==> src/rtl/control_pkg.sv <==
// Shared encodings for the accumulator machine's sequencer: opcodes, sequencer states, ALU selects.
// Build option CTRL_HALT_EN adds the HALT state and gives opcode 1111 the HLT meaning.
package control_pkg;

  localparam logic [3:0] OP_NOP = 4'b0000;
  localparam logic [3:0] OP_LDA = 4'b0001;
  localparam logic [3:0] OP_STA = 4'b0010;
  localparam logic [3:0] OP_ADD = 4'b0011;
  localparam logic [3:0] OP_SUB = 4'b0100;
  localparam logic [3:0] OP_JMP = 4'b0101;
  localparam logic [3:0] OP_JZ  = 4'b0110;
  localparam logic [3:0] OP_HLT = 4'b1111;

  typedef enum logic [1:0] {
    ALU_PASS = 2'b00,
    ALU_ADD  = 2'b01,
    ALU_SUB  = 2'b10
  } alu_op_e;

`ifdef CTRL_HALT_EN
  typedef enum logic [2:0] {
    IDLE   = 3'd0,
    FETCH  = 3'd1,
    DECODE = 3'd2,
    EXEC   = 3'd3,
    WB     = 3'd4,
    HALT   = 3'd5
  } state_e;
`else
  typedef enum logic [2:0] {
    IDLE   = 3'd0,
    FETCH  = 3'd1,
    DECODE = 3'd2,
    EXEC   = 3'd3,
    WB     = 3'd4
  } state_e;
`endif

endpackage

==> src/rtl/control_unit.sv <==
// Instruction sequencer: 3 cycles for NOP/STA/JMP/JZ/illegal, 4 for LDA/ADD/SUB; run=0 only stops at retire or IDLE.
// Outputs decode from state and opcode only; CTRL_HALT_EN enables HLT (1111) and the sticky HALT state.
module control_unit
  import control_pkg::*;
#(
  parameter int ICNT_W = 8
) (
  input  logic              clock,
  input  logic              reset,
  input  logic              run,
  input  logic [3:0]        opcode,
  input  logic              zero,
  output logic              LoadIR,
  output logic              IncPC,
  output logic              LoadPC,
  output logic              MemRead,
  output logic              MemWrite,
  output logic              LoadAcc,
  output logic              addr_sel,
  output logic [1:0]        alu_op,
  output logic              halted,
  output logic              illegal_op,
  output logic [ICNT_W-1:0] instr_count
);

  state_e            state_q, state_d;
  logic [ICNT_W-1:0] instr_count_q, instr_count_d;
  logic              retire;

  always_ff @(posedge clock or negedge reset) begin
    if (!reset) begin
      state_q       <= IDLE;
      instr_count_q <= '0;
    end else begin
      state_q       <= state_d;
      instr_count_q <= instr_count_d;
    end
  end

  always_comb begin
    state_d    = state_q;
    retire     = 1'b0;
    LoadIR     = 1'b0;
    IncPC      = 1'b0;
    LoadPC     = 1'b0;
    MemRead    = 1'b0;
    MemWrite   = 1'b0;
    LoadAcc    = 1'b0;
    addr_sel   = 1'b0;
    alu_op     = ALU_PASS;
    halted     = 1'b0;
    illegal_op = 1'b0;

    case (state_q)
      IDLE: begin
        if (run) state_d = FETCH;
      end
      FETCH: begin
        MemRead = 1'b1;
        LoadIR  = 1'b1;
        state_d = DECODE;
      end
      DECODE: begin
        IncPC   = 1'b1;
        state_d = EXEC;
`ifdef CTRL_HALT_EN
        if (opcode == OP_HLT) state_d = HALT;
`endif
      end
      EXEC: begin
        retire = 1'b1;
        case (opcode)
          OP_NOP: begin
          end
          OP_LDA, OP_ADD, OP_SUB: begin
            addr_sel = 1'b1;
            MemRead  = 1'b1;
            retire   = 1'b0;
            state_d  = WB;
          end
          OP_STA: begin
            addr_sel = 1'b1;
            MemWrite = 1'b1;
          end
          OP_JMP: LoadPC = 1'b1;
          OP_JZ:  LoadPC = zero;
          // Unknown opcodes retire like NOP; the flag lasts only this EXEC cycle.
          default: illegal_op = 1'b1;
        endcase
      end
      WB: begin
        LoadAcc = 1'b1;
        retire  = 1'b1;
        case (opcode)
          OP_ADD:  alu_op = ALU_ADD;
          OP_SUB:  alu_op = ALU_SUB;
          default: alu_op = ALU_PASS;
        endcase
      end
`ifdef CTRL_HALT_EN
      HALT: halted = 1'b1;
`endif
      default: state_d = IDLE;
    endcase

    if (retire) state_d = run ? FETCH : IDLE;
  end

  assign instr_count_d = retire ? instr_count_q + ICNT_W'(1) : instr_count_q;
  assign instr_count   = instr_count_q;

endmodule

==> config.mk <==
export PLATFORM = sky130hd
export DESIGN_NAME = control_unit
export DESIGN_NICKNAME = d
export VERILOG_FILES = /design/src/rtl/control_pkg.sv /design/src/rtl/control_unit.sv
export SDC_FILE = /design/constraint.sdc
export NUM_CORES = 1
export LEC_CHECK = 0
export ABC_AREA = 1
export BUFFER_PORTS_ARGS = -buffer_cell sky130_fd_sc_hd__buf_2
export CORE_MARGIN = 2
export CORE_UTILIZATION = 44
export CTS_BUF_LIST = sky130_fd_sc_hd__clkbuf_4
export DETAILED_ROUTE_END_ITERATION = 12
export PLACE_DENSITY_LB_ADDON = 0.2
export SYNTH_ARGS = -nofsm -noshare
export SYNTH_HDL_FRONTEND = slang
export SYNTH_SLANG_ARGS = --single-unit
==> constraint.sdc <==
create_clock -name clock -period 2.9 [get_ports clock]
set_input_delay 0.145 -clock clock [delete_from_list [all_inputs] [get_ports clock]]
set_output_delay 0.145 -clock clock [all_outputs]
set_load 0.02 [all_outputs]
* Word-level counts from Yosys, hierarchy flattened
Cells that the tools add are included.
** Operators by class
- Equal/unequal tests :: 13
- Mux-type cells :: 22
- Add/subtract/negate cells :: 1
- Reductions and logical operators :: 6
** Operators with widths (number)
- case mux 3 bit (5 select lines) :: 1
- two-way mux 1 bit :: 13
- equality test 4 x 3 -> 1 bit, second input constant :: 3
- two-way mux 3 bit :: 3
- adder 8 x 1 -> 8 bit, second input constant :: 1
- equality test 4 x 2 -> 1 bit, second input constant :: 2
- OR reduction 7 bit :: 1
- equality test 3 x 2 -> 1 bit, second input constant :: 2
- inequality test 3 bit, second input constant :: 2
- case mux 1 bit (2 select lines) :: 3
- equality test 4 x 1 -> 1 bit, second input constant :: 1
- logical NOT 4 bit :: 1
- case mux 2 bit (2 select lines) :: 1
- OR reduction 4 bit :: 1
- equality test 3 x 1 -> 1 bit, second input constant :: 1
- equality test 3 bit, second input constant :: 1
- logical NOT 3 bit :: 1
- AND reduction 3 bit :: 1
- OR reduction 3 bit :: 1
- two-way mux 2 bit :: 1
- inequality test 2 bit, second input constant :: 1
** Word-level totals
- Output and inout port bits :: 19
- Input bits :: 8
- Register bits after elaboration :: 11
- Word-level logic and storage cells :: 44

* Depth between registers and ports, before layout
Gate-level depths: netlist of the first run.
- Depth after elaboration :: 6
- Mapped depth :: 7
- Gate-level depth less buffers :: 7

* Worst setup path before layout of the first run
No wires, ideal clock.
- Path kind :: reg2out
- Start point :: register state_q[0]
- End point :: output alu_op[0]
- Slack :: 1.566 ns
- Arrival time :: 1.189 ns
- Data required time :: 2.755 ns
- Stages on the path, launching flop included :: 5
- Buffers on the path :: 1
- Cells stage by stage :: dfrtp_1 nor2_1 nand2_1 buf_2 nor4_2
** On the way
- Cells in the longest elaborated chain, start to end :: 2
** RTL lines
- start: declaration :: RTL line control_unit.sv:26 : state_e state_q, state_d;
- start signal: assignment :: RTL line control_unit.sv:35 : state_q <= state_d;
- equality test 3 bit :: RTL line control_unit.sv:54 : case (state_q)
- two-way mux 2 bit :: RTL line control_unit.sv:54
- end: declaration :: RTL line control_unit.sv:20 : output logic [1:0] alu_op,
Every way passes these cells.

* Final worst setup path of the first run
Same ends and word-level chain as after synthesis.

==> results of run 1 <==
[final cells by class]
cell class	count	share of cell area, %
multi-input combinational	83	45.78
clock buffer	4	3.320
sequential	11	30.43
timing repair buffer	26	14.94
tap	16	2.213
inverter	8	3.320
[report_power, final]
| part | switching, uW | internal, uW | total [uW] |
|---|---|---|---|
| Clock | 50.7 | 62.6 | 113 |
| Combinational | 211 | 117 | 328 |
| Sequential | 56.0 | 195 | 251 |
[layer usage]
metal  vias to the layer above  routed length (um)  part of all wire (%)  GRT usage (%)
met5                         -                   0                     0              0
met4                         0                   0                     0          3.529
met3                         0                  79                   5.4          7.200
met2                        15                 694                    47          24.64
met1                       331                 693                    47          23.04
li1                        380                   -                     -              -
[placed cells by master (no fill, tap or decap), drive strengths merged]
cell	n
xnor2	1
buf	25
clkbuf	4
nand2	43
nor4	1
inv	8
conb	1
ha	1
o21ai	2
dlygate4sd3	1
or2	1
a21oi	1
nor3	2
dfrtp	11
nor2	13
nand3b	4
nand3	11
xor2	2
[worst paths after layout]
kind	from	to	slack, ns	cells past startpoint
min in group asynchronous	reset	instr_count[3]$_DFFE_PN0P_	0.28	2
worst max register to register	state_q[0]$_DFFE_PN0P_	instr_count[2]$_DFFE_PN0P_	1.64	5
worst max-delay path	state_q[0]$_DFFE_PN0P_	alu_op[0]	1.22	4
max in group asynchronous	reset	state_q[2]$_DFFE_PN0P_	2.42	2
worst min register to register	instr_count[7]$_DFFE_PN0P_	instr_count[7]$_DFFE_PN0P_	0.54	2
worst min-delay path	run	state_q[0]$_DFFE_PN0P_	0.09	3
[worst register-to-register path: cells and delay by family, from the launching register on]
family / cells / cell delay [ns]
simple gates: 5 / 0.78
flops: 1 / 0.43
[kinds of logic after synthesis]
| family | after synthesis | synth area share, % |
|---|---|---|
| buffers and inverters | 10 | 5.812 |
| xor gates and xnor gates | 3 | 3.590 |
| and+or+nand+nor | 75 | 48.72 |
| other | 1 | 0.5123 |
| AOI/OAI and AO/OA | 3 | 2.051 |
| DFF | 11 | 37.61 |
| adders and majority gates | 1 | 1.709 |
[registers in the layout, summed over array words and instances, names as in the netlist]
register and cells:
instr_count 8, state_q 3
[per-stage QoR]
step / util [%] / cells
finish: 58.69 / 148
global route: 58.69 / 148
CTS: 58.69 / 148
detailed placement: 56.09 / 143
global placement: 56.09 / 143
floorplan: - / 104
==> flow_summary.toml, run 1 <==
[critical_path]
required_ns = 2.76
cp_slowest_stage_delay_ns = 0.43
end_kind = "output pin"
critPathArrivalTime_ns = 1.54
crit_type = "flip-flop to output pin"
crit_buf_inv = 1
critPathMaxFanout = 12
cp_slowest_cell = "dfrtp_1"
cp_top_family = "simple AND/OR/NAND/NOR gates"
crit_chain = "nor2_1 > nand2_1 > nor4_2 > buf_2"
critPathLaunchType = "flip-flop"

[floorplanning]
core_area_mm2 = 0.001541
start_util_pct = 47.48
die_area_mm2 = 0.002006
chipHeight_um = 44.79
fp.dieW_um = 44.79
ioPinCount = 27
fp-row-count = 14

[status]
outcome = "complete, no violations"

[synthesis]
ys.flop_type = "dfrtp_1"
synth_most_common_cell = "nand2_1"
synth_edf_count = 0
yosysUniqueCellTypes = 21
avgSynthCellArea_um2 = 7.038
syn-cell-area_um2 = 732.0
synthesis.nets = 113
seq_area_frac_synth_pct = 37.61
synth_common_cells = "nand2_1 (40), nor2_1 (12), dfrtp_1 (11), nand3_1 (10), inv_1 (8)"
ys_ff_latch = 11
synth_cells = 104
synth_warnings = 0
yosysTopAreaCell = "dfrtp_1"
async_reset_ff_share_pct = 100.0
synth.top_cells.by_area = "dfrtp_1 (38%), nand2_1 (21%), nand3_1 (6.8%)"
synth_top_cell_area_share_pct = 37.61

[timing]
finalHoldViolCount = 0
drv_slew = 0
grt_setup_unrepaired = "false"
skew_ns = 0.001336
timing.final.ws_setup_ns = 1.216
fin_setup_tns_ns = 0
fmax_mhz = 593.9
min_period_ns = 1.684
hold_slack_ns = 0.09010
setup_violations = 0
period_share_pct = 58.06

[cts]
clk_latency_ns = 0.27
cts_tree = "built"
htreeDepth = 1
post_cts_buffers = 0
cts.sinks = 11
cts_buffer_depth = 2
clk_pin_slew_worst_paths_ns = 0.07
ctsResizeCount = 0
clockRootBuffer = "clkbuf_4"
cts_buffers = 3
cts_hold_buf = 1

[pwr]
pwr_density_cell_mw_per_mm2 = 765.6
ir_drop_mv = 0.5470
leakagePower_uw = 0.0005326
finalPower_uw = 692.6

[global_route]
grtUsageTotal_pct = 16.74
grt_pass1_vias = 593
grt_pass1_wl_um = 2449
grt_max_degree = 13
antenna_found_initial = 0
grt_overflow_total = 0

[cells_and_area]
fin_area_um2 = 904.6
regArea_um2 = 275.3
syn2layout_area_growth_pct = 23.59
drive_gt1_share_pct = 27.27
multiInputGateArea_um2 = 414.1
n_antenna_cell = 0
fillCellCount = 155
nets = 142

[job]
drv_cap = 0

[min_path]
hold_path.class = "input pin to flip-flop"

[drt]
wl_um = 1467
ant_nets = 0
drtPass1Iterations = 4
dr.first_iter.drc_count = 21
vias = 726
routedWlPerCell_um = 9.912
viasPerCell = 4.905
drcViolationCount = 0

[placement]
port_buffers = 25
gp_congestion = 0.7885
dpl_cell_area_um2 = 864.6
pre_cts_ws_ns = 1.496
hpwl_um = 1118
Note: power is estimated with default switching activity, not from simulation.
==> run 2, diff against run 1 <==
--- a/config.mk
+++ b/config.mk
@@ -5,7 +5,7 @@
 export SDC_FILE = /design/constraint.sdc
 export NUM_CORES = 1
 export LEC_CHECK = 0
-export ABC_AREA = 1
+export ABC_AREA = 0
 export BUFFER_PORTS_ARGS = -buffer_cell sky130_fd_sc_hd__buf_2
 export CORE_MARGIN = 2
 export CORE_UTILIZATION = 44
==> constraint.sdc (replaced) <==
create_clock -name clock -period 1.75 [get_ports clock]
set_input_delay 0.0875 -clock clock [delete_from_list [all_inputs] [get_ports clock]]
set_output_delay 0.0875 -clock clock [all_outputs]
set_load 0.02 [all_outputs]
==> flow_summary.toml, run 2 <==
[floorplanning]
fp.dieW_um = 43.01
chipHeight_um = 43.01
fp-row-count = 14
ioPinCount = 27
die_area_mm2 = 0.001849
core_area_mm2 = 0.001471
start_util_pct = 45.49

[synthesis]
synth_edf_count = 0
ys_ff_latch = 11
ys.flop_type = "dfrtp_1"
syn-cell-area_um2 = 669.4
yosysTopAreaCell = "dfrtp_1"
seq_area_frac_synth_pct = 41.12
synthesis.nets = 73
synth_most_common_cell = "dfrtp_1"
synth_top_cell_area_share_pct = 41.12
yosysUniqueCellTypes = 31
synth_warnings = 0
avgSynthCellArea_um2 = 10.46
synth.top_cells.by_area = "dfrtp_1 (41%), xnor2_1 (9.2%), nor2_1 (4.5%)"
synth_cells = 64
async_reset_ff_share_pct = 100.0
synth_common_cells = "dfrtp_1 (11), nor2_1 (8), xnor2_1 (7), nand2_1 (3), nand4_1 (3)"

[critical_path]
crit_start = "state_q[0]$_DFFE_PN0P_"
r2r-end = "instr_count[1]$_DFFE_PN0P_"
required_ns = 1.66
crit_end = "alu_op[0]"
r2r-start = "state_q[1]$_DFFE_PN0P_"
reg2reg_depth = 4
critPathLaunchType = "flip-flop"
end_kind = "output pin"
rrSetupSlack_ns = 0.24
critPathMaxFanout = 5
crit_type = "flip-flop to output pin"
critPathArrivalTime_ns = 1.59

[global_route]
antenna_found_initial = 0
grt_pass1_vias = 499
grt_pass1_wl_um = 2090
grtUsageTotal_pct = 14.71
grt_use_met3_pct = 1.277
busiest_layer = "met2"
grt_util_met2_pct = 22.42
grt_overflow_total = 0
grt_max_degree = 12
gr-usage-met1_pct = 20.00

[drt]
viasPerCell = 5.117
drcViolationCount = 0
vias = 568
drtPass1Iterations = 3
dr.first_iter.drc_count = 2
wl_um = 1232
ant_nets = 0
routedWlPerCell_um = 11.10

[timing]
drv_slew = 0
hold_slack_ns = 0.06576
finalHoldViolCount = 0
skew_ns = 0.0005435
min_period_ns = 1.680
timing.final.ws_setup_ns = 0.06953
fmax_mhz = 595.1
fin_setup_tns_ns = 0
period_share_pct = 96.03
setup_violations = 0

[job]
drv_cap = 0

[cells_and_area]
n_antenna_cell = 0
final_core_util_pct = 59.35
syn2layout_area_growth_pct = 30.47
largest_reg_flops = 8
fin_cells = 111
drive_gt1_share_pct = 42.11
final_common_cell = "buf_2"
fillCellCount = 146
final_cell_mix = "buf_2 (25), dfrtp_1 (9), nor2_1 (8)"
nets = 105

[placement]
pre_cts_ws_ns = 0.2245
placedCellCount = 103
gp_congestion = 0.7382
hpwl_um = 941.5
port_buffers = 25

[pwr]
p_int_uw = 734.8
p_switching_uw = 550.4
switching_share_pct = 42.83
combPwrFrac_pct = 50.3
p_seq_share_pct = 35.3
ir_drop_mv = 0.7493
leakagePower_uw = 0.0004419
pwr_density_cell_mw_per_mm2 = 1472
clockPowerShare_pct = 14.4

[cts]
htreeDepth = 1
cts_buffer_depth = 2
clk_pin_slew_worst_paths_ns = 0.07
clockRootBuffer = "clkbuf_4"
clk_latency_ns = 0.26
cts.sinks = 11
cts_tree = "built"
cts_buffers = 3

[min_path]
worstHoldPathCells = 3
hold_path.class = "input pin to flip-flop"

[status]
outcome = "complete, no violations"
## run 2: cell count changes in the layout (fill, tap and decap cells not counted), sizes merged, moves of 3 or more
cell    change
nand3       -9
inv         -7
nor2        -5
buf         +3
nand3b      -3
nand2      -40
nand4       +3
nor4b       +3
xnor2       +6
## run 2: worst min path at each step
stage,slack (ns),start,endpoint
after floorplan,-0.21,reset,instr_count[0]$_DFFE_PN0P_
after global placement,-0.03,reset,instr_count[4]$_DFFE_PN0P_
after detailed placement,-0.03,reset,instr_count[4]$_DFFE_PN0P_
after CTS,0.07,run,state_q[0]$_DFFE_PN0P_
after global routing,0.08,run,state_q[0]$_DFFE_PN0P_
final,0.07,run,state_q[0]$_DFFE_PN0P_
## run 2: worst max-delay path, stage by stage, from the launching register on
cell and delay [ns]:
dfrtp_2 0.44, or3b_4 0.44, nor4b_2 0.26, buf_2 0.20
## run 2: routing by layer
layer	part of all wire, %	wire (um)
met1	45	554
met2	47	577
met3	6.5	80
met4	1.5	19
met5	0	0
## run 2: through the flow
step | cell area, um2 | total power (uW)
after floorplan | 675.6 | 875.5
after global placement | 808.3 | 1043
after detailed placement | 808.3 | 1050
after CTS | 849.6 | 1243
after global routing | 873.3 | 1390
final | 873.3 | 1285
## run 2: cells by family (layout without fill, tap and decap cells)
logic type	count (synthesis)	count (layout)	share of synthesized area, %
mux	2	2	3.178
compound gates	5	5	6.728
simple gates	32	32	32.34
xor+xnor	9	9	11.78
fa+ha+maj	1	1	1.869
other cells	1	1	0.5602
buf+inv	3	34	2.429
flops	11	11	41.12
## run 2: power groups by stage
stage	Clock, uW	Sequential, uW	Combinational (uW)
finish	185	454	647
global route	206	476	708
CTS	188	470	585
detailed placement	0	472	577
global placement	0	463	581
floorplan	0	528	348
## run 2: cell type report
| type | count | area (um2) | area share [%] |
|---|---|---|---|
| multi-input cells | 50 | 384.1 | 43.98 |
| flip-flops and latches | 11 | 277.8 | 31.81 |
| repair buffers | 29 | 157.7 | 18.05 |
| clock buffers | 4 | 30.03 | 3.438 |
| well taps | 16 | 20.02 | 2.292 |
| inverters | 1 | 3.754 | 0.4298 |
## run 2: what timing repair did
item / 4_1_cts / 5_1_grt
gates resized for setup: 1 / 1
pin swaps: 0 / 0
setup endpoints to repair: 1 / 1
hold buffers: 1 / 0
endpoints found under the hold margin: 11 / 0
buffers inserted: 0 / 3
cloned: 0 / 0
